## config.mk

```make
export PLATFORM = sky130hd
export DESIGN_NAME = seq_scan_ctrl
export DESIGN_NICKNAME = d
export VERILOG_FILES = /design/src/rtl/seq_scan_ctrl_pkg.sv /design/src/rtl/seq_scan_ctrl_match_core.sv /design/src/rtl/seq_scan_ctrl.sv
export SDC_FILE = /design/constraint.sdc
export NUM_CORES = 1
export LEC_CHECK = 0
export ABC_CLOCK_PERIOD_IN_PS = 2800
export BUFFER_PORTS_ARGS = -buffer_cell sky130_fd_sc_hd__clkbuf_2
export CAP_MARGIN = 10
export CORE_MARGIN = 3
export CORE_UTILIZATION = 54
export DETAILED_ROUTE_END_ITERATION = 10
export PLACE_DENSITY = 0.79
export SYNTH_ARGS = -nofsm -noshare
export SYNTH_HDL_FRONTEND = slang
export SYNTH_SLANG_ARGS = --single-unit
```

## constraint.sdc

```tcl
create_clock -name clk -period 2.8 [get_ports clk]
set_clock_uncertainty 0.2 [all_clocks]
set_input_delay 0.56 -clock clk [delete_from_list [all_inputs] [get_ports clk]]
set_output_delay 0.56 -clock clk [all_outputs]
set_load 0.05 [all_outputs]
```

## src/rtl/seq_scan_ctrl_pkg.sv

```systemverilog
// Shared constants for the serial scan controller:
// FSM state encoding and default widths.
package seq_scan_ctrl_pkg;

    localparam int WORD_W_DEF = 8;
    localparam int PAT_W_DEF  = 4;
    localparam int CNT_W_DEF  = 16;

    localparam logic [1:0] ST_IDLE  = 2'd0;
    localparam logic [1:0] ST_SHIFT = 2'd1;
    localparam logic [1:0] ST_FLUSH = 2'd2;

endpackage

```

## src/rtl/seq_scan_ctrl_match_core.sv

```systemverilog
// Serial pattern matcher: bit history, fill count,
// combinational hit and registered match pulse.
module pattern_match_core
    import seq_scan_ctrl_pkg::*;
#(
    parameter int PAT_W = PAT_W_DEF
) (
    input  logic             clk,
    input  logic             reset,
    input  logic             data_bit,
    input  logic             valid,
    input  logic [PAT_W-1:0] pattern,
    input  logic             overlap,
    input  logic             clear,
    output logic             hit,
    output logic             match
);

    localparam int FW = $clog2(PAT_W + 1);
    localparam logic [FW-1:0] FULL = FW'(PAT_W);

    logic [PAT_W-1:0] hist;
    logic [PAT_W-1:0] hist_n;
    logic [FW-1:0]    fill;
    logic [FW-1:0]    fill_n;

    // Next history/fill and the hit on the bit being presented
    always_comb begin
        hist_n = {hist[PAT_W-2:0], data_bit};
        fill_n = (fill == FULL) ? FULL : fill + 1'b1;
        hit    = valid && (fill_n == FULL) && (hist_n == pattern);
    end

    // History update; a non-overlapping hit restarts the fill
    always_ff @(posedge clk) begin
        if (!reset) begin
            hist  <= '0;
            fill  <= '0;
            match <= 1'b0;
        end else begin
            match <= hit;
            if (clear) begin
                hist <= '0;
                fill <= '0;
            end else if (valid) begin
                hist <= hist_n;
                fill <= (hit && !overlap) ? '0 : fill_n;
            end
        end
    end

endmodule

```

## src/rtl/seq_scan_ctrl.sv

```systemverilog
// Word-to-bit scan controller: handshake, shifter, FSM,
// saturating match counter and sticky threshold flag.
module seq_scan_ctrl
    import seq_scan_ctrl_pkg::*;
#(
    parameter int WORD_W = WORD_W_DEF,
    parameter int PAT_W  = PAT_W_DEF,
    parameter int CNT_W  = CNT_W_DEF
) (
    input  logic              clk,
    input  logic              reset,
    input  logic [PAT_W-1:0]  cfg_pattern,
    input  logic              cfg_overlap,
    input  logic [CNT_W-1:0]  cfg_thresh,
    input  logic              s_valid,
    output logic              s_ready,
    input  logic [WORD_W-1:0] s_data,
    input  logic              s_last,
    input  logic              clr_count,
    output logic              bit_out,
    output logic              bit_valid,
    output logic              match,
    output logic [CNT_W-1:0]  match_count,
    output logic              thresh_hit,
    output logic              busy,
    output logic              done
);

    localparam int BW = (WORD_W > 1) ? $clog2(WORD_W) : 1;

    logic [1:0]        state;
    logic [WORD_W-1:0] shreg;
    logic [BW-1:0]     bit_cnt;
    logic              last_q;
    logic              frame_open;
    logic [PAT_W-1:0]  pat_q;
    logic              ovl_q;
    logic              word_end;
    logic              accept;
    logic              hit;
    logic [CNT_W-1:0]  cnt_inc;

    // Handshake and status decode from the FSM state
    always_comb begin
        word_end  = (state == ST_SHIFT) && (bit_cnt == '0);
        s_ready   = reset && ((state == ST_IDLE) || (word_end && !last_q));
        accept    = s_valid && s_ready;
        bit_valid = (state == ST_SHIFT);
        bit_out   = shreg[WORD_W-1];
        busy      = (state != ST_IDLE);
        done      = (state == ST_FLUSH);
        cnt_inc   = match_count + 1'b1;
    end

    // FSM, shifter and config capture on the first word of a frame
    always_ff @(posedge clk) begin
        if (!reset) begin
            state      <= ST_IDLE;
            shreg      <= '0;
            bit_cnt    <= '0;
            last_q     <= 1'b0;
            frame_open <= 1'b0;
            pat_q      <= '0;
            ovl_q      <= 1'b0;
        end else if (accept) begin
            shreg      <= s_data;
            last_q     <= s_last;
            bit_cnt    <= BW'(WORD_W - 1);
            frame_open <= 1'b1;
            state      <= ST_SHIFT;
            if (!frame_open) begin
                pat_q <= cfg_pattern;
                ovl_q <= cfg_overlap;
            end
        end else begin
            unique case (1'b1)
                (state == ST_SHIFT): begin
                    shreg   <= shreg << 1;
                    bit_cnt <= bit_cnt - 1'b1;
                    if (bit_cnt == '0)
                        state <= last_q ? ST_FLUSH : ST_IDLE;
                end
                (state == ST_FLUSH): begin
                    state      <= ST_IDLE;
                    frame_open <= 1'b0;
                end
                default: state <= ST_IDLE;
            endcase
        end
    end

    // Saturating counter; clear wins over a coincident hit
    always_ff @(posedge clk) begin
        if (!reset) begin
            match_count <= '0;
            thresh_hit  <= 1'b0;
        end else if (clr_count) begin
            match_count <= '0;
            thresh_hit  <= 1'b0;
        end else if (hit && (match_count != '1)) begin
            match_count <= cnt_inc;
            if ((cfg_thresh != '0) && (cnt_inc == cfg_thresh))
                thresh_hit <= 1'b1;
        end
    end

    pattern_match_core #(
        .PAT_W (PAT_W)
    ) u_core (
        .clk      (clk),
        .reset    (reset),
        .data_bit (bit_out),
        .valid    (bit_valid),
        .pattern  (pat_q),
        .overlap  (ovl_q),
        .clear    (done),
        .hit      (hit),
        .match    (match)
    );

endmodule
```

==> impl_metrics.yaml <==
status:
  status: "finished, final reports clean"
cells_and_area:
  antenna_cells: 0
  n_fill_cell: 389
  syn_to_final_growth_pct: 17.0
  multi_input_area_sq_um: 1610
  regArea_sq_um: 881
  instances_no_fill: 428
  final_area_sq_um: 3060
  drive_above_1_share_pct: 23.4
  nets: 414
synth:
  synth_edf_count: 0
  synthCells: 322
  synth_commonest_cells: "dfxtp_1 (44), nand2_1 (44), nand3_1 (25)"
  ys_ff_latch: 44
  synth_top_area_cell: "dfxtp_1"
  yosysSeqAreaShare_pct: 33.7
  netlist.area_leader.share_pct: 33.7
  synth_cell_types: 50
  synthTopCellsByArea: "dfxtp_1 (34%), nand2_1 (6.3%), xnor2_1 (5.7%)"
  ys.warnings.count: 0
  syn_area_per_cell_sq_um: 8.13
  async_flop_share_pct: 0
  synth_nets: 361
  syn_area_sq_um: 2620
  ys.flop_type: "dfxtp_1"
clock_tree:
  h-tree-depth: 2
  cts_hold_buffers: 0
  post_cts_buffers: 0
  cts_root_buf: "clkbuf_8"
  cts_tree: "done"
  cts_resized: 0
  cts_buffers: 5
  clk_pin_slew_ns: 0.08
  clockBufferDepth: 2
  clk_latency_ns: 0.31
  cts.sinks: 44
floorplan:
  die_h_um: 75.6
  design.die.area_sq_um: 5720
  core_sq_um: 4500
  pin_count: 57
  die_w_um: 75.6
  initial_core_util_pct: 58.1
  num_rows: 24
placed_design:
  gp_congestion: 0.827
  io_buffers: 56
  dp_hpwl_um: 4710
  dp.cells: 420
  place_area_sq_um: 2940
worst_hold_path:
  hp-class: "register to register"
global_route:
  grt_max_degree: 22
  grt_pass1_vias: 2215
  gr-usage-all-layers_pct: 23.5
  antenna_found_initial: 0
  gr-total-overflow: 0
  grt_first_pass_wirelength_um: 10300
drt:
  ant_nets: 0
  wl_um: 6350
  wl_per_cell_um: 14.8
  drt-vias-per-instance: 5.82
  drtIter0Drc: 169
  drc_errors: 0
  drt_first_pass_iters: 4
  num_vias: 2492
run:
  maxCapViolations: 0
sta:
  rsz0062_at_grt: "false"
  finalSetupViolCount: 0
  period_share_pct: 90.5
  finalHoldViolations: 0
  fmaxAchievable_mhz: 394
  layout_min_cycle_time_ns: 2.54
  setup_tns_ns: 0
  worst_slew_pin_slew_ns: 0.529
  slew_headroom_pct: 64.6
  drv_slew: 0
  hold_slack_ns: 0.247
power_and_ir_drop:
  ir_worst_vdd_v: 0.000464
  p_leak_nw: 1.25
  powerDensity_nw_per_um2: 491
  fin_total_pwr_mw: 1.50
critical_path:
  timing.rr.end: "thresh_hit"
  critPathLaunch: "bit_cnt[0]"
  required_ns: 2.04
  critical_path.endpoint: "s_ready"
  reg2reg_depth: 7
  critPathCaptureType: "primary output"
  r2r_slack_ns: 0.32
  crit_fanout: 2
  crit_type: "register to primary output"
  worstSetupStartpointType: "register"
  crit_arrival_ns: 1.78
  reg2reg_from: "match_count[0]"
[area by class of cell]
type | instances | area share, %
Timing Repair Buffer | 64 | 11.1
Sequential cell | 44 | 28.8
Inverter | 11 | 1.35
Clock buffer | 6 | 2.70
Tap cell | 52 | 2.13
Multi-Input combinational cell | 249 | 52.7
Clock inverter | 2 | 1.27
[where the power goes]
group | total [mW] | internal [mW] | switching (mW)
Combinational | 0.290 | 0.118 | 0.172
Clock | 0.523 | 0.292 | 0.231
Sequential | 0.690 | 0.662 | 0.0278
Total | 1.50 | 1.07 | 0.431
[state kept, by name, summed over array words and instances, names as in the netlist, 2 cells and up]
name	cells
pat_q	4
u_core.fill	3
u_core.hist	3
match_count	16
state	2
shreg	8
bit_cnt	3
[kinds of logic after synthesis]
| family | synth area share, % |
|---|---|
| AO/OA/AOI/OAI | 18.0 |
| XOR/XNOR | 10.4 |
| multiplexers | 2.39 |
| AND/OR/NAND/NOR | 28.3 |
| adder cells (fa/ha/maj) | 2.39 |
| flip-flops | 33.7 |
| buffers and inverters | 4.83 |
[how the worst min path moves through the flow]
stage                 from       end  slack (ns)  cells past startpoint
floorplan           last_q  state[1]        0.22                      2
detailed placement  last_q  state[1]        0.24                      2
global placement    last_q  state[1]        0.24                      2
finish              last_q  state[1]        0.25                      2
global route        last_q  state[1]        0.28                      2
CTS                 last_q  state[1]        0.25                      2
[worst max-delay path, cell delays in order (launching register included)]
cell and delay (ns):
dfxtp_1 0.33, inv_1 0.08, ha_1 0.15, or3b_2 0.46
a21oi_2 0.16, clkbuf_2 0.29
[routing by layer]
| metal | vias up | part of all wire (%) | global-route usage, % |
|---|---|---|---|
| met3 | 11 | 5.4 | 4.09 |
| met2 | 69 | 47 | 37.0 |
| met5 | - | 0 | 0 |
| met1 | 1159 | 46 | 32.4 |
| li1 | 1253 | - | - |
| met4 | 0 | 1.7 | 8.16 |
[cells in the final DEF, fill, tap and decap left out, types with 3 or more instances in the layout]
cell type	count
o21ai_0	18
nor2_1	17
clkbuf_8	6
dfxtp_1	44
xnor2_1	17
clkbuf_2	56
a21boi_0	9
nor3_1	8
nand3_1	25
a311oi_1	4
nand2b_1	4
buf_4	8
nor2b_1	6
mux2i_1	4
inv_1	10
nand4_1	6
a21oi_1	13
xor2_1	11
nand2_1	44
o211a_1	7
nor4_1	7
or3_1	10
ha_1	5
and4_1	3
[stage by stage]
stage	utilization (%)	setup slack, ns
2_1_floorplan	-	0.213
5_1_grt	68.0	0.116
6_report	68.0	0.265
3_3_place_gp	65.3	0.434
3_5_place_dp	65.3	0.347
4_1_cts	68.0	0.253
Power figures use the tool's default switching activity.
